File: config.mk
export PLATFORM = sky130hd
export DESIGN_NAME = addr_unit
export DESIGN_NICKNAME = d
export VERILOG_FILES = /design/src/rtl/addr_unit_pkg.sv /design/src/rtl/addr_ptr.sv /design/src/rtl/addr_unit.sv
export SDC_FILE = /design/constraint.sdc
export NUM_CORES = 1
export LEC_CHECK = 0
export CORE_MARGIN = 5
export CORE_UTILIZATION = 43
export CTS_BUF_LIST = sky130_fd_sc_hd__clkbuf_4
export CTS_CLUSTER_SIZE = 30
export DETAILED_ROUTE_END_ITERATION = 8
export PLACE_DENSITY = 0.58
export SLEW_MARGIN = 25
export SYNTH_ARGS = -nofsm -noshare
export SYNTH_HDL_FRONTEND = slang
export SYNTH_SLANG_ARGS = --single-unit
File: constraint.sdc
create_clock -name clk -period 6.7 [get_ports clk]
set_input_delay 1.005 -clock clk [delete_from_list [all_inputs] [get_ports clk]]
set_output_delay 1.005 -clock clk [all_outputs]
set_load 0.02 [all_outputs]
File: src/rtl/addr_unit_pkg.sv
// Shared encodings for the address unit: op codes and FSM states.
package addr_unit_pkg;

    typedef logic [2:0] op_t;

    localparam op_t OP_NOP     = 3'd0;
    localparam op_t OP_LDL     = 3'd1;
    localparam op_t OP_LDH     = 3'd2;
    localparam op_t OP_LDW     = 3'd3;
    localparam op_t OP_INC     = 3'd4;
    localparam op_t OP_ADD_IDX = 3'd5;
    localparam op_t OP_ADD_REL = 3'd6;

    typedef enum logic {
        ST_IDLE,
        ST_FIXUP
    } state_t;

endpackage

File: src/rtl/addr_ptr.sv
// One lo/hi pointer pair with load, 16-bit increment, low-byte add and high-byte fixup.
module addr_ptr #(
    parameter int                    DATA_W  = 8,
    parameter logic [2*DATA_W-1:0]   RST_VAL = '0
) (
    input  logic                  clk,
    input  logic                  rst,
    input  logic                  ld_lo,
    input  logic                  ld_hi,
    input  logic [DATA_W-1:0]     lo_data,
    input  logic [DATA_W-1:0]     hi_data,
    input  logic                  inc,
    input  logic                  add,
    input  logic [DATA_W-1:0]     idx,
    input  logic                  fix,
    input  logic                  fix_dec,
    output logic                  carry,
    output logic [2*DATA_W-1:0]   val
);

    logic [DATA_W-1:0]   lo_reg;
    logic [DATA_W-1:0]   hi_reg;
    logic [DATA_W-1:0]   add_sum_next;
    logic [2*DATA_W-1:0] inc_val_next;

    // Carry out of the low-byte add; the top interprets it as a borrow for negative offsets.
    always_comb begin
        {carry, add_sum_next} = {1'b0, lo_reg} + {1'b0, idx};
        inc_val_next          = {hi_reg, lo_reg} + (2*DATA_W)'(1);
    end

    always_ff @(posedge clk) begin
        if (rst) begin
            {hi_reg, lo_reg} <= RST_VAL;
        end else if (fix) begin
            hi_reg <= fix_dec ? hi_reg - DATA_W'(1) : hi_reg + DATA_W'(1);
        end else if (inc) begin
            {hi_reg, lo_reg} <= inc_val_next;
        end else if (add) begin
            lo_reg <= add_sum_next;
        end else begin
            if (ld_lo) lo_reg <= lo_data;
            if (ld_hi) hi_reg <= hi_data;
        end
    end

    assign val = {hi_reg, lo_reg};

endmodule

File: src/rtl/addr_unit.sv
// Bank of split address pointers with indexed/relative add and a one-cycle page-cross fixup stall.
module addr_unit
    import addr_unit_pkg::*;
#(
    parameter int                  DATA_W  = 8,
    parameter int                  NUM_PTR = 3,
    parameter logic [2*DATA_W-1:0] RST_VAL = '0,
    localparam int                 SEL_W   = (NUM_PTR > 1) ? $clog2(NUM_PTR) : 1
) (
    input  logic                  clk,
    input  logic                  rst,
    input  logic                  op_valid,
    output logic                  op_ready,
    input  logic [2:0]            op,
    input  logic [SEL_W-1:0]      sel,
    input  logic [2*DATA_W-1:0]   din,
    input  logic [DATA_W-1:0]     idx,
    input  logic [SEL_W-1:0]      addr_sel,
    output logic [2*DATA_W-1:0]   addr_out,
    output logic                  page_cross
);

    state_t              state_reg;
    logic                op_ready_reg;
    logic                page_cross_reg;
    logic [SEL_W-1:0]    fix_sel_reg;
    logic                fix_dec_reg;

    logic                accept;
    logic                sel_ok;
    logic                sel_carry;
    logic                start_fix;
    logic [DATA_W-1:0]   hi_data;
    logic                ptr_carry [NUM_PTR];
    logic [2*DATA_W-1:0] ptr_val   [NUM_PTR];

    assign accept  = op_valid && op_ready_reg;
    assign sel_ok  = 32'(sel) < NUM_PTR;
    // LDH takes its byte from the low lane of din, LDW from the high lane.
    assign hi_data = (op == OP_LDW) ? din[2*DATA_W-1:DATA_W] : din[DATA_W-1:0];

    generate
        for (genvar gi = 0; gi < NUM_PTR; gi++) begin : g_ptr
            logic hit;
            assign hit = accept && (sel == SEL_W'(gi));

            addr_ptr #(
                .DATA_W  (DATA_W),
                .RST_VAL (RST_VAL)
            ) u_ptr (
                .clk     (clk),
                .rst     (rst),
                .ld_lo   (hit && (op == OP_LDL || op == OP_LDW)),
                .ld_hi   (hit && (op == OP_LDH || op == OP_LDW)),
                .lo_data (din[DATA_W-1:0]),
                .hi_data (hi_data),
                .inc     (hit && op == OP_INC),
                .add     (hit && (op == OP_ADD_IDX || op == OP_ADD_REL)),
                .idx     (idx),
                .fix     (state_reg == ST_FIXUP && fix_sel_reg == SEL_W'(gi)),
                .fix_dec (fix_dec_reg),
                .carry   (ptr_carry[gi]),
                .val     (ptr_val[gi])
            );
        end
    endgenerate

    always_comb begin
        sel_carry = 1'b0;
        addr_out  = '0;
        for (int i = 0; i < NUM_PTR; i++) begin
            if (sel == SEL_W'(i))      sel_carry = ptr_carry[i];
            if (addr_sel == SEL_W'(i)) addr_out  = ptr_val[i];
        end
    end

    // Negative relative offsets add as unsigned bytes, so a missing carry means a borrow.
    always_comb begin
        start_fix = 1'b0;
        if (accept && sel_ok) begin
            if (op == OP_ADD_IDX)
                start_fix = sel_carry;
            else if (op == OP_ADD_REL)
                start_fix = idx[DATA_W-1] ? !sel_carry : sel_carry;
        end
    end

    always_ff @(posedge clk) begin
        if (rst) begin
            state_reg      <= ST_IDLE;
            op_ready_reg   <= 1'b1;
            page_cross_reg <= 1'b0;
            fix_sel_reg    <= '0;
            fix_dec_reg    <= 1'b0;
        end else begin
            case (state_reg)
                ST_IDLE: begin
                    if (start_fix) begin
                        state_reg      <= ST_FIXUP;
                        op_ready_reg   <= 1'b0;
                        page_cross_reg <= 1'b1;
                        fix_sel_reg    <= sel;
                        fix_dec_reg    <= (op == OP_ADD_REL) && idx[DATA_W-1];
                    end
                end
                ST_FIXUP: begin
                    state_reg      <= ST_IDLE;
                    op_ready_reg   <= 1'b1;
                    page_cross_reg <= 1'b0;
                end
                default: begin
                    state_reg      <= ST_IDLE;
                    op_ready_reg   <= 1'b1;
                    page_cross_reg <= 1'b0;
                end
            endcase
        end
    end

    assign op_ready   = op_ready_reg;
    assign page_cross = page_cross_reg;

endmodule
==> results.json, run 1 <==
{
  "synth_top_cell_by_area": "sky130_fd_sc_hd__dfxtp_1",
  "number_of_antenna_violations_at_the_first_check_in_global_routing": 1,
  "worst_skew_pair_latency_ps": 430,
  "syn_inst_count": 791,
  "netlist_area_sq_um": 5880,
  "skew_ps": 15.7,
  "total_leakage_power_nw": 2.48,
  "yosys.area.top_type_share": 0.184,
  "cts.hold.buffers_added": 0,
  "worst_setup_hold_path_clk_slew_ps": 170,
  "ys.warnings.count": 0,
  "number_of_buffers_added_by_the_clock_tree_synthesis_step": 5,
  "synth_area_leaders": "sky130_fd_sc_hd__dfxtp_1 (18%), sky130_fd_sc_hd__ha_1 (9.6%), sky130_fd_sc_hd__o21ai_0 (7.2%)",
  "drt.antenna.violating_nets": 0,
  "grt_max_degree": 62,
  "rows": 42,
  "h_tree_lvls": 2,
  "postSynth.topFlopCell": "sky130_fd_sc_hd__dfxtp_1",
  "synth_seq_area_share": 0.184,
  "max_cap_violations": 0,
  "dr_total_vias": 6070,
  "die_y_microns": 127,
  "r2r_slack_ps": 3650,
  "worst_r2r_path_depth": 9,
  "detailed_route_wire_length_per_cell_microns": 20.0,
  "timing.rr.start": "fix_dec_reg",
  "timing.hold.ws_ps": 503,
  "cts_sinks": 54,
  "firstDrtPassIters": 6,
  "syn_area_per_cell_sq_um": 7.43,
  "num-nets-final": 898,
  "count_of_final_max_slew_check_failures": 0,
  "mostFrequentLayoutCell": "sky130_fd_sc_hd__nand2_1",
  "max-slew-margin-rel": 0.309,
  "timing.final.setup_violations": 0,
  "min-delay-start": "page_cross",
  "numPortBuffers": 51,
  "global_route.overflow_total": 0,
  "setup.worst_path.end_class": "output port",
  "crit_path_start_kind": "input port",
  "cp-startpoint": "addr_sel[1]",
  "min-delay-path-class": "flop to flop",
  "timing.final.crit_period_ps": 4200,
  "whs_path_depth": 1,
  "tritoncts": "built",
  "syn-num-nets": 876,
  "drt_wl_total_microns": 19800,
  "final_std_cell_area_no_fill_sq_um": 6490,
  "path_max_fanout": 18,
  "timing.fmax_mhz": 238,
  "share_of_final_layout_standard_cells_stronger_than_drive_strength_1": 0.0418,
  "final_cell_mix": "sky130_fd_sc_hd__nand2_1 (86), sky130_fd_sc_hd__o21ai_0 (84), sky130_fd_sc_hd__nor2_1 (65)",
  "grtUsageTotal": 0.246,
  "vias_in_the_first_global_route": 5769,
  "register_bit_count_reported_by_yosys": 54,
  "core-area_sq_um": 13300,
  "part_of_the_cycle_the_worst_path_needs": 0.626,
  "synth_enable_flop_cells": 0,
  "max_root_sink_buffers": 2,
  "cp_data_arrival_time_ps": 3190,
  "syn2layout_area_growth_pct": 10.4,
  "initialDrtViolationCount": 519,
  "initial_util": 0.440,
  "crit_type": "input port to output port",
  "root_buffer": "sky130_fd_sc_hd__clkbuf_4",
  "post_cts.resized_instances": 0,
  "grt_pass1_wl_microns": 31900,
  "postPlaceCellArea_sq_um": 6440,
  "fp.dieW_microns": 127,
  "outcome": "completed",
  "drc": 0,
  "power_density_nw_per_um2": 109,
  "routed_via_density": 6.13,
  "total_i_o_pin_count": 52,
  "design.die.area_sq_um": 16100,
  "grt_setup_unrepaired": "no",
  "worst-endpoint-required_ps": 5690,
  "place_hpwl_microns": 15200,
  "synth.lib_cells_used.distinct": 65,
  "ir_drop_mv": 0.0686,
  "post_cts_buffers": 0,
  "async_flop_share": 0,
  "gp_congestion": 0.980,
  "totalNegativeSetupSlack_ps": 0,
  "hold_fails_final_rpt": 0,
  "tightest_slew_ps": 1030
}
## synthesized netlist by cell type (15+ instances only)
library cell                n
sky130_fd_sc_hd__nor3_1    18
sky130_fd_sc_hd__xnor2_1   28
sky130_fd_sc_hd__xor2_1    24
sky130_fd_sc_hd__o21ai_0   84
sky130_fd_sc_hd__mux2i_1   40
sky130_fd_sc_hd__clkbuf_1  25
sky130_fd_sc_hd__a21oi_1   62
sky130_fd_sc_hd__a21o_1    15
sky130_fd_sc_hd__nand3_1   30
sky130_fd_sc_hd__a211oi_1  21
sky130_fd_sc_hd__nor2_1    65
sky130_fd_sc_hd__ha_1      45
sky130_fd_sc_hd__nand2_1   86
sky130_fd_sc_hd__dfxtp_1   54
sky130_fd_sc_hd__inv_1     16
## worst paths after layout
check,endpoint
max,addr_out[8]
max reg2reg,g_ptr[2].u_ptr.hi_reg[6]
min reg2reg,page_cross
min,page_cross
## stage by stage
| step | power (mW) | utilization | setup slack [ps] | cells |
|---|---|---|---|---|
| after global routing | 0.743 | 0.486 | 2410 | 990 |
| after global placement | 0.544 | 0.482 | 2390 | 982 |
| after CTS | 0.711 | 0.486 | 2320 | 989 |
| after floorplan | 0.472 | - | 3250 | 791 |
| final | 0.708 | 0.486 | 2500 | 991 |
| after detailed placement | 0.546 | 0.482 | 2330 | 982 |
## worst max-delay path, cell delays in order
cell and delay (ps):
sky130_fd_sc_hd__clkdlybuf4s50_1 900, sky130_fd_sc_hd__nor2b_1 210, sky130_fd_sc_hd__buf_4 250, sky130_fd_sc_hd__nand2_1 90, sky130_fd_sc_hd__o21ai_0 100, sky130_fd_sc_hd__clkdlybuf4s50_1 640
## where the power goes
part           leakage [nW]  total [mW]  internal (mW)  switching, mW
sequential            0.437       0.352          0.331         0.0210
clock                0.0278       0.166         0.0434          0.123
combinational          2.01       0.190         0.0804          0.110
total                  2.48       0.708          0.455          0.253
## layout make-up
| class | count | area [sq um] |
|---|---|---|
| fillers | 1366 | 6860 |
| multi-input cells | 682 | 4550 |
| flip-flops and latches | 54 | 1080 |
| repair buffers | 54 | 523 |
| well taps | 176 | 220 |
| inverters | 16 | 60.1 |
| clock buffers | 6 | 45.0 |
| clock inverters | 1 | 7.51 |
| diodes | 2 | 5.00 |
## per-layer routing
metal	global-route usage	vias up	routed length [microns]
li1	-	2968	-
met1	0.327	2857	8750
met2	0.418	211	9470
met3	0.0324	34	1100
met4	0.0681	0	490
met5	0	-	0
## kinds of logic after synthesis
kind of cell | synth area share
adder cells (fa/ha/maj) | 0.116
buffers and inverters | 0.0424
AND/OR/NAND/NOR | 0.239
XOR/XNOR | 0.0775
AO/OA/AOI/OAI | 0.263
flip-flops | 0.184
multiplexers | 0.0777
(Power assumes the default switching activity.)
==> run 2: changes to the inputs <==
==> constraint.sdc (replaced) <==
create_clock -name clk -period 4.1 [get_ports clk]
set_input_delay 0.615 -clock clk [delete_from_list [all_inputs] [get_ports clk]]
set_output_delay 0.615 -clock clk [all_outputs]
set_load 0.02 [all_outputs]
==> results.json, run 2 (synthesized netlist as in run 1, its figures left out) <==
{
  "outcome": "completed",
  "rows": 42,
  "post_cts.resized_instances": 0,
  "total_i_o_pin_count": 52,
  "detailed_route_wire_length_per_cell_microns": 19.5,
  "ff_latch_area_sq_um": 1080,
  "num-nets-final": 905,
  "gp_congestion": 0.904,
  "drc": 0,
  "cp_data_arrival_time_ps": 2750,
  "final_cell_mix": "sky130_fd_sc_hd__nand2_1 (86), sky130_fd_sc_hd__o21ai_0 (84), sky130_fd_sc_hd__nor2_1 (65)",
  "grtUsageTotal": 0.239,
  "skew_ps": 24.3,
  "die_y_microns": 127,
  "final_std_cell_area_no_fill_sq_um": 6550,
  "total_leakage_power_nw": 2.51,
  "timing.final.setup_violations": 0,
  "path_max_fanout": 11,
  "hold_fails_final_rpt": 0,
  "ir_drop_mv": 0.107,
  "routed_via_density": 6.10,
  "postPlaceCellArea_sq_um": 6490,
  "initialDrtViolationCount": 484,
  "max_cap_violations": 0,
  "numPortBuffers": 51,
  "count_of_final_max_slew_check_failures": 0,
  "global_route.overflow_total": 0,
  "mostFrequentLayoutCell": "sky130_fd_sc_hd__nand2_1",
  "combinational_group_share_of_total_power": 0.273,
  "endpoint": "addr_out[10]",
  "fillCellCount": 1370,
  "firstDrtPassIters": 5,
  "dr_total_vias": 6091,
  "internal_power_mw": 0.740,
  "dp_cells": 989,
  "drt.antenna.violating_nets": 0,
  "layout.cells.non_filler": 998,
  "vias_in_the_first_global_route": 5747,
  "power_spent_charging_and_discharging_nets_mw": 0.412,
  "share_of_final_layout_standard_cells_stronger_than_drive_strength_1": 0.0487,
  "crit_path_start_kind": "input port",
  "grt_pass1_wl_microns": 30800,
  "drt_wl_total_microns": 19500,
  "cts_sinks": 54,
  "grt_setup_unrepaired": "no",
  "tightest_slew_ps": 787,
  "number_of_buffers_added_by_the_clock_tree_synthesis_step": 5,
  "fp.dieW_microns": 127,
  "rr_endpoint": "fix_dec_reg",
  "setup.worst_path.end_class": "output port",
  "tritoncts": "built",
  "worst_r2r_path_depth": 9,
  "syn2layout_area_growth_pct": 11.4,
  "worst-endpoint-required_ps": 3480,
  "min-delay-path-class": "flop to flop",
  "post_cts_buffers": 0,
  "number_of_antenna_violations_at_the_first_check_in_global_routing": 1,
  "h_tree_lvls": 2,
  "max_root_sink_buffers": 2,
  "worst_skew_pair_latency_ps": 440,
  "power.switching_fraction": 0.358,
  "cts.hold.buffers_added": 0,
  "initial_util": 0.440,
  "design.die.area_sq_um": 16100,
  "core-area_sq_um": 13300,
  "timing.fmax_mhz": 297,
  "timing.rr.start": "g_ptr[1].u_ptr.lo_reg[0]",
  "crit_type": "input port to output port",
  "cp-startpoint": "addr_sel[0]",
  "place_hpwl_microns": 15100,
  "max-slew-margin-rel": 0.473,
  "totalNegativeSetupSlack_ps": 0,
  "multi_input_combinational_cell_area_sq_um": 4550,
  "root_buffer": "sky130_fd_sc_hd__clkbuf_4",
  "power_density_nw_per_um2": 176,
  "power.share.clock": 0.230,
  "timing.final.crit_period_ps": 3360,
  "grt_max_degree": 42,
  "worst_setup_hold_path_clk_slew_ps": 170,
  "part_of_the_cycle_the_worst_path_needs": 0.820,
  "p_total_mw": 1.15,
  "r2r_slack_ps": 1200,
  "pwr-share-seq": 0.497
}
==> run 2: changes by cell type in the layout (fill, tap and decap cells not counted), sizes merged <==
cell / before / now
clkinv: 0 / 2
clkdlybuf4s50: 49 / 50
buf: 5 / 11
clkbuf: 6 / 5
diode: 2 / 1
==> run 2: per-layer routing <==
metal	routed length (microns)	vias to the layer above	GRT usage
li1	-	2975	-
met1	8580	2876	0.309
met2	9250	198	0.397
met3	1040	42	0.0433
met4	639	0	0.0858
met5	0	-	0
==> run 2: power by group through the flow <==
stage,registers (mW),logic [mW],clock network [mW]
final,0.573,0.314,0.265
after floorplan,0.570,0.202,0
after global placement,0.583,0.306,0
after global routing,0.576,0.344,0.297
after detailed placement,0.583,0.310,0
after CTS,0.572,0.312,0.272
==> run 2: final cells by class <==
class,count,area share
multi-input cells,682,0.695
clock buffers,5,0.00573
clock inverters,3,0.00248
well taps,176,0.0336
repair buffers,61,0.0887
flip-flops and latches,54,0.165
diodes,1,0.000382
inverters,16,0.00917
==> run 2: how the worst min path moves through the flow <==
stage | from | to | slack (ps) | depth (start not counted)
global route | page_cross | page_cross | 560 | 1
CTS | page_cross | page_cross | 550 | 1
detailed placement | page_cross | page_cross | 510 | 1
global placement | page_cross | page_cross | 480 | 1
finish | fix_sel_reg[0] | fix_sel_reg[0] | 550 | 2
floorplan | fix_sel_reg[0] | fix_sel_reg[0] | 490 | 2
==> run 2: critical path, cell delays in order <==
cell and delay [ps]:
sky130_fd_sc_hd__clkdlybuf4s50_1 930, sky130_fd_sc_hd__buf_4 300, sky130_fd_sc_hd__mux2i_1 80, sky130_fd_sc_hd__o21ai_0 180, sky130_fd_sc_hd__clkdlybuf4s50_1 630
==> run 2: per-stage QoR <==
step                hold slack, ps  setup slack (ps)  utilization
global route                   557               579        0.490
finish                         550               737        0.490
global placement               484               551        0.486
floorplan                      486              1300            -
detailed placement             511               467        0.486
CTS                            548               730        0.490
